[config.mk]
export PLATFORM = sky130hd
export DESIGN_NAME = jc_step_sequencer
export DESIGN_NICKNAME = d
export VERILOG_FILES = /design/src/rtl/jc_step_sequencer.sv
export SDC_FILE = /design/constraint.sdc
export NUM_CORES = 1
export LEC_CHECK = 0
export BUFFER_PORTS_ARGS = -buffer_cell sky130_fd_sc_hd__buf_2
export CAP_MARGIN = 20
export CORE_ASPECT_RATIO = 1.1
export CORE_MARGIN = 2
export CORE_UTILIZATION = 58
export CTS_CLUSTER_SIZE = 40
export DETAILED_ROUTE_END_ITERATION = 16
export MAX_ROUTING_LAYER = met4
export PLACE_DENSITY = 0.81
export SLEW_MARGIN = 25
export SYNTH_ARGS = -nofsm -noshare
export SYNTH_HDL_FRONTEND = slang
export SYNTH_SLANG_ARGS = --single-unit
export TNS_END_PERCENT = 100
[constraint.sdc]
create_clock -name clk -period 8.6 [get_ports clk]
set_input_delay 1.72 -clock clk [delete_from_list [all_inputs] [get_ports clk]]
set_output_delay 1.72 -clock clk [all_outputs]
set_load 0.02 [all_outputs]
[src/rtl/jc_step_sequencer.sv]
// jc_step_sequencer
//   Command-driven sequencer for a WIDTH-bit Johnson (twisted-ring) counter.
//   A control master hands over {direction, step count} on a valid/ready
//   handshake; the ring is then stepped that many times (pause holds it,
//   abort ends the command early). The ring state, its decoded phase index
//   and done/aborted/wrap status are reported to the consumer.
//
// Ports
//   clk        in   1      rising-edge clock
//   rst_n      in   1      asynchronous active-low reset
//   cmd_valid  in   1      command present
//   cmd_ready  out  1      command can be accepted (IDLE)
//   cmd_dir    in   1      0 = forward, 1 = reverse
//   cmd_steps  in   CNTW   number of ring steps to run
//   pause      in   1      hold ring and step counter (RUN only)
//   abort      in   1      end the current command early (RUN only)
//   q          out  WIDTH  Johnson register state
//   phase      out  PHW    phase index 0..2*WIDTH-1, combinational from q
//   busy       out  1      command in progress
//   done       out  1      one-cycle pulse, command finished
//   aborted    out  1      qualifies done: command ended by abort
//   wrap       out  1      one-cycle pulse after a step across 2W-1 <-> 0
module jc_step_sequencer #(
    parameter int WIDTH = 64,
    parameter int CNTW  = 16,
    localparam int PHW  = $clog2(2*WIDTH)
) (
    input  logic             clk,
    input  logic             rst_n,
    input  logic             cmd_valid,
    output logic             cmd_ready,
    input  logic             cmd_dir,
    input  logic [CNTW-1:0]  cmd_steps,
    input  logic             pause,
    input  logic             abort,
    output logic [WIDTH-1:0] q,
    output logic [PHW-1:0]   phase,
    output logic             busy,
    output logic             done,
    output logic             aborted,
    output logic             wrap
);

    typedef enum logic [1:0] {
        IDLE = 2'd0,
        RUN  = 2'd1,
        DONE = 2'd2
    } state_t;

    localparam logic [PHW-1:0] LAST_PHASE = PHW'(2*WIDTH - 1);

    state_t          state, state_nxt;
    logic [CNTW-1:0] remaining;
    logic            dir_r;
    logic            accept;
    logic            step_en;
    logic            abort_hit;
    logic            wrap_hit;
    logic [PHW-1:0]  ones_cnt;

    function automatic logic [PHW-1:0] popcount(input logic [WIDTH-1:0] v);
        logic [PHW-1:0] c;
        c = '0;
        for (int i = 0; i < WIDTH; i++) begin
            c = c + PHW'(v[i]);
        end
        return c;
    endfunction

    // Phase decode: the first half of the ring fills ones from the MSB down
    // (phase = count), the second half drains them from the MSB down, which
    // leaves the MSB clear with a nonzero count (phase = 2W - count).
    assign ones_cnt = popcount(q);

    always_comb begin
        if (q[WIDTH-1] || (q == '0)) begin
            phase = ones_cnt;
        end else begin
            phase = LAST_PHASE - ones_cnt + PHW'(1);
        end
    end

    // A forward step out of phase 2W-1 or a reverse step out of phase 0
    // crosses the ring seam.
    assign wrap_hit = dir_r ? (phase == '0) : (phase == LAST_PHASE);

    assign cmd_ready = (state == IDLE);
    assign busy      = (state != IDLE);
    assign done      = (state == DONE);

    always_comb begin
        state_nxt = state;
        accept    = 1'b0;
        step_en   = 1'b0;
        abort_hit = 1'b0;
        case (state)
            IDLE: begin
                if (cmd_valid) begin
                    accept    = 1'b1;
                    state_nxt = (cmd_steps == '0) ? DONE : RUN;
                end
            end
            RUN: begin
                // abort outranks pause and suppresses the step of its cycle
                if (abort) begin
                    abort_hit = 1'b1;
                    state_nxt = DONE;
                end else if (!pause) begin
                    step_en = 1'b1;
                    if (remaining == CNTW'(1)) begin
                        state_nxt = DONE;
                    end
                end
            end
            DONE: begin
                state_nxt = IDLE;
            end
            default: begin
                state_nxt = IDLE;
            end
        endcase
    end

    always_ff @(posedge clk or negedge rst_n) begin
        if (!rst_n) begin
            state     <= IDLE;
            remaining <= '0;
            dir_r     <= 1'b0;
            q         <= '0;
            aborted   <= 1'b0;
            wrap      <= 1'b0;
        end else begin
            state <= state_nxt;

            if (accept) begin
                dir_r     <= cmd_dir;
                remaining <= cmd_steps;
            end else if (step_en) begin
                remaining <= remaining - CNTW'(1);
            end

            if (step_en) begin
                q <= dir_r ? {q[WIDTH-2:0], ~q[WIDTH-1]}
                           : {~q[0], q[WIDTH-1:1]};
            end

            wrap <= step_en && wrap_hit;

            // held through the DONE cycle, dropped on the way back to IDLE
            if (abort_hit) begin
                aborted <= 1'b1;
            end else if (state == DONE) begin
                aborted <= 1'b0;
            end
        end
    end

endmodule

; ---- After elaboration in Yosys (flattened, before gate mapping)
; Cells that the tools add are included.
[classes]
n_addsub = 66
mul = 0
n_div = 0
magnitude_cmp = 0
n_eq_ne = 7
shifts = 0
muxes = 20
bitwise = 2
n_reduce_logical = 10
[ops]
columns = operator, count
row1 = adder 7 x 1 -> 7 bit, 57
row2 = zero test 64 bit, 1
row3 = 2-to-1 mux 64 bit, 1
row4 = 2-to-1 mux 16 bit, 2
row5 = equality test 16 x 1 -> 1 bit (second input constant), 1
row6 = zero test 16 bit, 1
row7 = subtractor 16 x 1 -> 16 bit (second input constant), 1
row8 = 2-to-1 mux 1 bit, 10
row9 = 2-to-1 mux 2 bit, 5
row10 = adder 6 x 1 -> 7 bit, 1
row11 = adder 7 x 1 -> 7 bit (second input constant), 1
row12 = equality test 7 bit (second input constant), 1
row13 = zero test 7 bit, 1
row14 = 2-to-1 mux 7 bit, 1
row15 = subtractor 7 bit (first input constant), 1
row16 = adder 5 x 1 -> 6 bit, 1
row17 = inequality test 3 bit (second input constant), 2
row18 = nonzero test 2 bit, 3
row19 = adder 4 x 1 -> 5 bit, 1
row20 = adder 3 x 1 -> 4 bit, 1
row21 = case mux 2 bit (2 select lines), 1
row22 = adder 2 x 1 -> 3 bit, 1
row23 = AND reduction 3 bit, 1
row24 = adder 1 x 1 -> 2 bit, 1
row25 = 7 further kinds, 8
[totals]
ff_bits = 85
latchBits = 0
ramBits = 0
romBits = 0
input_bits = 22
output_inout_bits = 76
elab_cells = 111
mem_count = 0

; ---- Longest topological paths before layout
; Gate-level depths: netlist of run 1.
[depth]
word_depth = 69
depth_mapped = 24
depth_no_buf = 24

; ---- Least setup slack after synthesis of run 1
; No wires, ideal clock.
[synth_path]
kind = flip-flop to output port
start = reg q[0]
end = out phase[6]
arrival_ns = 6.462
slack_ns = 0.418
stages_incl_launch_ff = 20
n_path_buf = 0
cell_sequence = dfrtp_1 > inv_1 > fa_1 > inv_1 > fa_1 > fa_1 > fa_1 > fa_1 > fa_1 > fa_1 > inv_1 > fa_1 > inv_1 > ha_1 > a211oi_2 > o21ai_0 > a221oi_1 > a311oi_1 > xor2_1 > inv_1
[synth_via]
elab_chain_len = 66
word_cells_on_any_way = 68
[synth_rtl]
columns = item, line_no
row1 = from (decl), 36  ; output logic [WIDTH-1:0] q,
row2 = from (signal assigned), 143  ; q <= dir_r ? {q[WIDTH-2:0], ~q[WIDTH-1]}
row3 = adder 1 x 1 -> 2 bit, 65  ; c = c + PHW'(v[i]);
row4 = adder 2 x 1 -> 3 bit, 65
row5 = adder 3 x 1 -> 4 bit, 65
row6 = adder 4 x 1 -> 5 bit, 65
row7 = adder 5 x 1 -> 6 bit, 65
row8 = adder 6 x 1 -> 7 bit, 65
row9 = adder 7 x 1 -> 7 bit (57 in series), 65
row10 = subtractor 7 bit, 79  ; phase = LAST_PHASE - ones_cnt + PHW'(1);
row11 = adder 7 x 1 -> 7 bit, 79
row12 = 2-to-1 mux 7 bit (*), 76  ; if (q[WIDTH-1] || (q == '0)) begin
row13 = to (decl), 37  ; output logic [PHW-1:0] phase,
; Every way passes the cells marked *; elsewhere a longest branch is shown, timed or not.

; ---- Final worst setup path of run 1
[layout_path]
start = reg q[31]
end = out phase[5]
[layout_via]
elab_chain_len = 36
word_cells_on_any_way = 38
[layout_rtl]
columns = item, line_no
row1 = adder 7 x 1 -> 7 bit (33 in series), 65
row2 = subtractor 7 bit, 79
row3 = adder 7 x 1 -> 7 bit, 79
row4 = 2-to-1 mux 7 bit (*), 76
; Marks and branches as above.

==> metrics, run 1 <==
status completed; synth warn 0; met2 usage 46.9%; Slew Limit Headroom 36.3%; initial DRC count 362; Vias 5345; main combinational cell family by area after synthesis adder cells; final hold violations 0; num rows 39; Seq/Total Area, Yosys 34.4%; max-cap violation count 0; Sum Neg Setup Slack 0 ns; Final Critical Period 8.59 ns; Worst-path clk slew 0.07 ns; layer with the highest usage met2; H-tree depth 3; Final Max Tran Viols 0; drt wl/cell 18.0 um; CP Class register to primary output; CP most frequent cell fa_1; met3 Usage GRT 5.54%; CORE AREA 0.0104 mm2; mapped cell area 0.00617 mm2; worst skew pair latency 0.35 ns; area growth from synthesis to layout 21.7%; die height 112 um; DRC viols 0; CTS Hold Bufs 0; most frequent cells in the layout 94 x buf_2, 88 x nand2_1, 79 x inv_1; Simple-Gate Fraction of Synth Area 14.0%; detailed placement HPWL 11000 um; Mapped Nets 736; Hold Path Class register to register; antenna violations before repair 0; Critical Path Slowest Stage Cell fa_1; critical path capture point type primary output; grt total ovfl 0; synthesized area per cell 9.63 um2; Post-Synth XOR/XNOR Area 1.80%; vias per cell 5.87; pin count of the biggest net entering global routing 132; antenna-violating nets left 0; Initial Util 59.4%; Cells after Synth 641; post-route clock period utilization 99.9%; Max clock buf depth 2; WP data arrival 6.87 ns; M1 GR Usage 36.9%; dpl ws 0.172 ns; die area 0.0115 mm2; Setup crit start kind register; CP required 6.88 ns; ys flop type dfrtp_1; fmax 116 MHz; clock skew 0.00676 ns; power per cell area 373 mW/mm2; unrepaired setup endpoints after global routing true; Critical Path Max Stage Delay 0.56 ns; # diodes 0; Compound-Gate Fraction of Synth Area 11.3%; worst-path maximum fanout 4; post-route setup slack 0.0104 ns; fraction of registers with async set/reset 100%; IO Pins 98; Critical Path, Cell by Cell fa_1 -> inv_1 -> fa_1 -> inv_2 -> fa_1 -> fa_1 -> fa_1 -> fa_1 -> inv_1 -> fa_1 -> fa_1 -> inv_2 -> ha_4 -> inv_2 -> fa_2 -> nand2b_4 -> a21o_1 -> xnor2_2 -> buf_4 -> buf_6 -> a31oi_4 -> xnor2_1 -> buf_4; CTS buffer count 9; post-synthesis cell type count 51; worst hold slack 0.547 ns; chip width 102 um; final WL 16400 um; gp weighted congestion 0.934; maximum vdd ir drop 0.651 mV; Synth Area in Adders 21.4%; All-Layer GR Usage 29.4%; CTS tree done; filler instances 754; slew of the pin with the lowest slew margin 0.953 ns; DR pass1 iterations 5; layout cells sized above 1 25.8%; Buffers on Ports 97; Final Net Count 857; Clock Tree Root clkbuf_16; fraction of synthesized area in multiplexers 10.1%; global-route wire length before repair 25500 um; Clock Sinks 85; Final setup viols 0; flops & latches, synth 85; vias in the first global route 5158; most common cell after layout, fill and taps aside buf_2; Post-synth EDFFs 0; Lkg Pwr 3.69 nW
-- path summary, 6_finish.rpt --
path / endpoint / slack [ns] / start / cells past startpoint
max: phase[5] / 0.01 / q[31] / 23
min: aborted / 0.55 / aborted / 2
max reg2reg: wrap / 1.51 / q[31] / 25
min reg2reg: aborted / 0.55 / aborted / 2
max in group asynchronous: dir_r / 6.22 / rst_n / 2
min in group asynchronous: q[12] / 1.36 / rst_n / 1
-- registers in the layout, summed over array words and instances (netlist names) --
name,count
wrap,1
state,2
dir_r,1
q,64
remaining,16
aborted,1
-- worst max-delay path, delay by kind of cell, from the launching register on --
kind                       cells  cell delay (ns)
DFF                            1             0.44
AOI/OAI and AO/OA              2             0.34
and+or+nand+nor                1             0.16
adders and majority gates     10             4.54
xor gates and xnor gates       2             0.31
buffers and inverters          8             0.72
-- cell type report --
| cell class | instances | area, um2 | area share (%) |
|---|---|---|---|
| tap | 143 | 179 | 2.38 |
| inverter | 84 | 315 | 4.19 |
| timing repair buffer | 139 | 832 | 11.1 |
| clock inverter | 7 | 71.3 | 0.949 |
| clock buffer | 9 | 225 | 3.00 |
| multi-input combinational | 443 | 3750 | 49.9 |
| sequential | 85 | 2150 | 28.6 |
-- Yosys cell counts, drive strengths merged, types with 2 or more instances --
library cell / instances / area [um2]
a211oi: 2 / 20.0
a21oi: 10 / 50.1
a221o: 3 / 30.0
a31oi: 2 / 12.5
and3: 2 / 13.8
buf: 8 / 40.0
clkbuf: 21 / 78.8
dfrtp: 85 / 2130
fa: 54 / 1080
ha: 19 / 238
inv: 84 / 315
mux2i: 62 / 621
nand2: 88 / 330
nand3: 10 / 50.1
nand4: 7 / 43.8
nor2: 22 / 82.6
nor2b: 3 / 18.8
nor3: 8 / 45.0
nor3b: 2 / 20.0
nor4: 19 / 119
nor4b: 5 / 50.0
o211ai: 11 / 82.6
o21ai: 73 / 365
o21bai: 2 / 15.0
o311ai: 8 / 70.1
or2: 2 / 12.5
or3: 7 / 43.8
xnor2: 7 / 68.8
xor2: 4 / 42.6
-- through the flow --
| stage | power (W) | utilization, % | cells | area, um2 |
|---|---|---|---|---|
| after floorplan | 0.00165 | - | 641 | 6170 |
| after global placement | 0.00198 | 65.7 | 865 | 6830 |
| after detailed placement | 0.00205 | 65.7 | 865 | 6830 |
| after CTS | 0.00255 | 69.4 | 888 | 7210 |
| after global routing | 0.00298 | 72.3 | 910 | 7520 |
| final | 0.00281 | 72.3 | 910 | 7520 |
-- kinds of logic after synthesis --
logic type	Yosys count
and+or+nand+nor	180
AOI/OAI and AO/OA	117
buffers and inverters	113
DFF	85
adders and majority gates	73
muxes	62
xor gates and xnor gates	11
-- routing by layer --
layer  vias to the layer above  part of all wire [%]
met5                         -                     0
met4                         0                   3.3
met3                        44                   6.3
met2                       244                    51
met1                      2638                    39
li1                       2419                     -
-- power by group --
| group | leakage (nW) | switching [W] | internal, W |
|---|---|---|---|
| Sequential | 1.13 | 0.000112 | 0.000464 |
| Clock | 0.150 | 0.000173 | 0.000227 |
| Combinational | 2.41 | 0.00103 | 0.000799 |
-- repair_timing --
| item | in CTS | in global routing |
|---|---|---|
| pin swaps | 5 | 17 |
| resized for setup | 14 | 30 |
| buffers inserted | 7 | 21 |
| setup endpoints to repair | 3 | 4 |
| cloned | 0 | 0 |
Power figures use the tool's default switching activity.
==> run 2: changes to the inputs <==
Settings changed: PLACE_DENSITY 0.81 to 0.92, SLEW_MARGIN 25 to not set.
==> metrics, run 2 (synthesized netlist as in run 1, its figures left out) <==
status complete, but fails checks; failing checks setup timing; Vias 5396; H-tree depth 3; Final Critical Period 8.64 ns; most common cell after layout, fill and taps aside buf_2; Hold Path Class register to register; post-route setup slack -0.0445 ns; slew of the pin with the lowest slew margin 0.981 ns; Setup crit start kind register; CORE AREA 0.0104 mm2; unrepaired setup endpoints after global routing true; CTS buffer count 9; CP Class register to primary output; final WL 16600 um; chip width 102 um; drt wl/cell 18.4 um; DR pass1 iterations 5; CP required 6.88 ns; met3 Usage GRT 5.17%; # diodes 0; Reg with most FFs q; worst hold slack 0.545 ns; worst-path maximum fanout 3; Max clock buf depth 2; met2 usage 49.4%; max-cap violation count 0; Hold Crit Depth 1; vias per cell 5.98; WP data arrival 6.92 ns; CTS Hold Bufs 0; Crit. Startpoint q[23]; power per cell area 355 mW/mm2; worst skew pair latency 0.35 ns; Slew Limit Headroom 34.4%; Initial Util 59.4%; global-route wire length before repair 26200 um; maximum vdd ir drop 0.527 mV; initial DRC count 437; vias in the first global route 5351; gp weighted congestion 0.930; DRC viols 0; Worst R2R Path Depth 23; Worst-path clk slew 0.06 ns; Top Registers q: 64 flops, remaining: 16 flops, state: 2 flops; Final Net Count 850; post-route clock period utilization 101%; Final setup viols 1; die height 112 um; grt total ovfl 0; Sum Neg Setup Slack -0.0445 ns; antenna-violating nets left 0; filler instances 730; Buffers on Ports 97; die area 0.0115 mm2; fmax 116 MHz; CTS tree done; area growth from synthesis to layout 20.1%; num rows 39; FF-to-FF Start q[23]; clock skew 0.00623 ns; Final Max Tran Viols 0; M1 GR Usage 36.5%; reg-to-reg endpoint wrap; worst setup path endpoint phase[6]; antenna violations before repair 0; most frequent cells in the layout 94 x buf_2, 87 x nand2_1, 79 x inv_1; pin count of the biggest net entering global routing 86; detailed placement HPWL 11400 um; layout cells sized above 1 24.9%; critical path capture point type primary output; IO Pins 98; max FFs per register 64; Clock Sinks 85; layer with the highest usage met2; final hold violations 0; All-Layer GR Usage 30.2%; Lkg Pwr 3.63 nW; Clock Tree Root clkbuf_16; R2R setup slack 1.81 ns
## run 2: cell types whose count changed in the layout (fill, tap and decap cells not counted), sizes merged
cell / delta
inv: -1
clkinv: -3
clkinvlp: +3
buf: -7
## run 2: what timing repair did
action                     CTS  global route
setup endpoints to repair    3             3
gates resized for setup     19            18
pin swaps                    9            14
setup buffers               15             7
## run 2: report_power, final
part | switching [W] | internal, W
Combinational | 0.000963 | 0.000704
Clock | 0.000169 | 0.000225
Sequential | 0.000103 | 0.000464
Total | 0.00124 | 0.00139
## run 2: metal layers
| metal | up-vias | share of wire, % |
|---|---|---|
| met5 | - | 0 |
| met4 | 0 | 4.2 |
| met3 | 57 | 6.7 |
| met2 | 255 | 51 |
| met1 | 2688 | 38 |
| li1 | 2396 | - |
## run 2: through the flow
| step | cell area (um2) | power (W) | std cells | utilization, % | worst slack [ns] |
|---|---|---|---|---|---|
| after floorplan | 6170 | 0.00165 | 641 | - | 0.418 |
| after global placement | 6810 | 0.00198 | 863 | 65.5 | 0.213 |
| after detailed placement | 6810 | 0.00203 | 863 | 65.5 | 0.105 |
| after CTS | 7280 | 0.00256 | 893 | 70.0 | -0.0186 |
| after global routing | 7410 | 0.00279 | 902 | 71.3 | -0.196 |
| final | 7410 | 0.00263 | 902 | 71.3 | -0.0445 |
## run 2: critical path: stages (launching register included)
cell      delay [ns]
dfrtp_2         0.43
fa_1            0.56
inv_2           0.04
fa_1            0.46
fa_1            0.49
inv_1           0.06
fa_1            0.54
fa_1            0.45
fa_1            0.53
inv_1           0.06
fa_1            0.51
fa_1            0.43
inv_1           0.08
ha_2            0.19
inv_2           0.05
fa_2            0.36
nand2b_4        0.16
a21o_1          0.22
xnor2_2         0.16
a311oi_2        0.29
xor2_1          0.28
inv_1           0.06
buf_2           0.16
## run 2: worst min-delay path by stage
stage,slack (ns),to,startpoint
floorplan,0.50,remaining[1],remaining[1]
global placement,0.52,aborted,aborted
detailed placement,0.52,remaining[1],remaining[1]
CTS,0.55,remaining[1],remaining[1]
global route,0.58,remaining[1],remaining[1]
finish,0.55,remaining[1],remaining[1]
## run 2: area by class of cell
cell class                      count  area (um2)  share of cell area [%]
Clock buffer                        9         225                    3.04
Clock inverter                      6        70.1                   0.945
Multi-Input combinational cell    443        3680                    49.6
Inverter                           84         315                    4.25
Timing Repair Buffer              132         800                    10.8
Sequential cell                    85        2150                    29.0
Tap cell                          143         179                    2.41
==> run 3: changes to the inputs <==
Settings changed: CORE_UTILIZATION 58 to 60, CTS_BUF_LIST set to sky130_fd_sc_hd__clkbuf_4 sky130_fd_sc_hd__clkbuf_8, PLACE_DENSITY 0.92 to 0.95.
Clock period 8.6 ns to 10.45 ns, I/O delays scaled along.
==> metrics, run 3 (synthesized netlist as in run 1, its figures left out) <==
# diodes 0; fmax 107 MHz; status completed; antenna violations before repair 0; vias per cell 6.13; cell family with most CP delay adder cells; register area 0.00213 mm2; DRC viols 0; Final Max Tran Viols 0; Hold Path Class register to register; slew of the pin with the lowest slew margin 1.13 ns; Hold Crit Depth 2; Util after Layout 69.7%; Critical Path Max Stage Delay 0.54 ns; multi-input logic area 0.00362 mm2; Reg with most FFs q; layout cells sized above 1 17.2%; P_sw 0.000959 W; grt total ovfl 0; Reg power frac 26.6%; Critical Path Slowest Stage Cell fa_1; CORE AREA 0.00994 mm2; CTS Hold Bufs 0; Comb power frac 61.8%; unrepaired setup endpoints after global routing false; switching fraction of total power 50.1%; Clock power frac 11.7%; Clock Sinks 85; Worst R2R Path Depth 24; post-route clock period utilization 89.6%; Worst-path clk slew 0.09 ns; filler instances 725; die area 0.0111 mm2; vias in the first global route 5151; Sum Neg Setup Slack 0 ns; power per cell area 277 mW/mm2; Final setup viols 0; final WL 15700 um; initial DRC count 373; Top Registers q: 64 flops, remaining: 16 flops, state: 2 flops; detailed placement HPWL 11600 um; All-Layer GR Usage 30.5%; gp weighted congestion 0.984; CTS tree done; final hold violations 0; worst skew pair latency 0.37 ns; IO Pins 98; global-route wire length before repair 25100 um; Initial Util 62.1%; pin count of the biggest net entering global routing 132; Lkg Pwr 3.42 nW; critical path capture point type primary output; worst-path maximum fanout 6; Max clock buf depth 2; drt wl/cell 18.5 um; max FFs per register 64; # resized after CTS 0; CTS buffer count 9; DR pass1 iterations 5; Final Critical Period 9.36 ns; antenna-violating nets left 0; chip width 101 um; WP data arrival 7.27 ns; Clock Tree Root clkbuf_8; Slew Limit Headroom 24.8%; Power Internal 0.000955 W; CP most frequent cell fa_1; Final Net Count 817; Worst path depth 24; H-tree depth 3; number of setup buffers added after CTS 0; CP Class register to primary output; most frequent cells in the layout 96 x buf_2, 88 x nand2_1, 84 x inv_1, 84 x dfrtp_1, 72 x o21ai_0; die height 110 um; Critical Path, Cell by Cell inv_1 -> fa_1 -> inv_1 -> fa_1 -> inv_1 -> fa_1 -> inv_1 -> fa_1 -> fa_1 -> fa_1 -> inv_1 -> fa_1 -> fa_1 -> inv_1 -> ha_1 -> inv_1 -> fa_1 -> nand2b_1 -> a21o_1 -> xnor2_2 -> a311oi_1 -> xor2_1 -> inv_1 -> buf_2; number of buffers and inverters on the critical path 9; max-cap violation count 0; num rows 38; most common cell after layout, fill and taps aside buf_2; CP required 8.36 ns; Buffers on Ports 97; Vias 5188; area growth from synthesis to layout 12.1%; clock skew 0.0113 ns; maximum vdd ir drop 0.303 mV; Setup crit start kind register
[run 3: layer usage]
layer / global-route usage, % / share of wire [%] / vias to the layer above
met2: 48.7 / 50 / 244
met4: 17.3 / 5.1 / 0
met1: 36.2 / 38 / 2534
li1: - / - / 2338
met5: - / 0 / -
met3: 6.12 / 7.3 / 72
[run 3: metrics by stage]
stage | power (W) | hold slack [ns] | cell area (um2) | setup slack [ns] | cells
floorplan | 0.00136 | 0.501 | 6170 | 1.90 | 641
global placement | 0.00162 | 0.520 | 6710 | 1.73 | 830
detailed placement | 0.00168 | 0.530 | 6710 | 1.53 | 830
CTS | 0.00190 | 0.551 | 6890 | 1.12 | 846
global route | 0.00205 | 0.575 | 6920 | 0.718 | 847
finish | 0.00191 | 0.555 | 6920 | 1.09 | 847
[run 3: area by class of cell]
type	count	area share (%)
Clock buffer	11	2.19
Clock inverter	5	0.488
Inverter	84	4.56
Timing Repair Buffer	99	7.56
Multi-Input combinational cell	443	52.3
Tap cell	120	2.17
Sequential cell	85	30.8
[run 3: final timing paths]
kind / from / endpoint / slack, ns
worst max-delay path: q[53] / phase[6] / 1.09
worst max register to register: q[53] / wrap / 3.39
worst min register to register: remaining[15] / remaining[15] / 0.55
min in group asynchronous: rst_n / wrap / 1.54
max in group asynchronous: rst_n / dir_r / 7.61
worst min-delay path: remaining[15] / remaining[15] / 0.55
[run 3: tightest hold or removal path: stages (launching register included)]
cell and delay, ns:
dfrtp_1 0.36, o211ai_1 0.08, nand3_1 0.08
[run 3: power groups by stage]
stage | sequential [W] | clock, W | combinational (W)
2_1_floorplan | 0.000455 | 0 | 0.000906
3_3_place_gp | 0.000505 | 0 | 0.00111
3_5_place_dp | 0.000512 | 0 | 0.00116
4_1_cts | 0.000505 | 0.000226 | 0.00117
5_1_grt | 0.000520 | 0.000236 | 0.00129
6_report | 0.000509 | 0.000223 | 0.00118
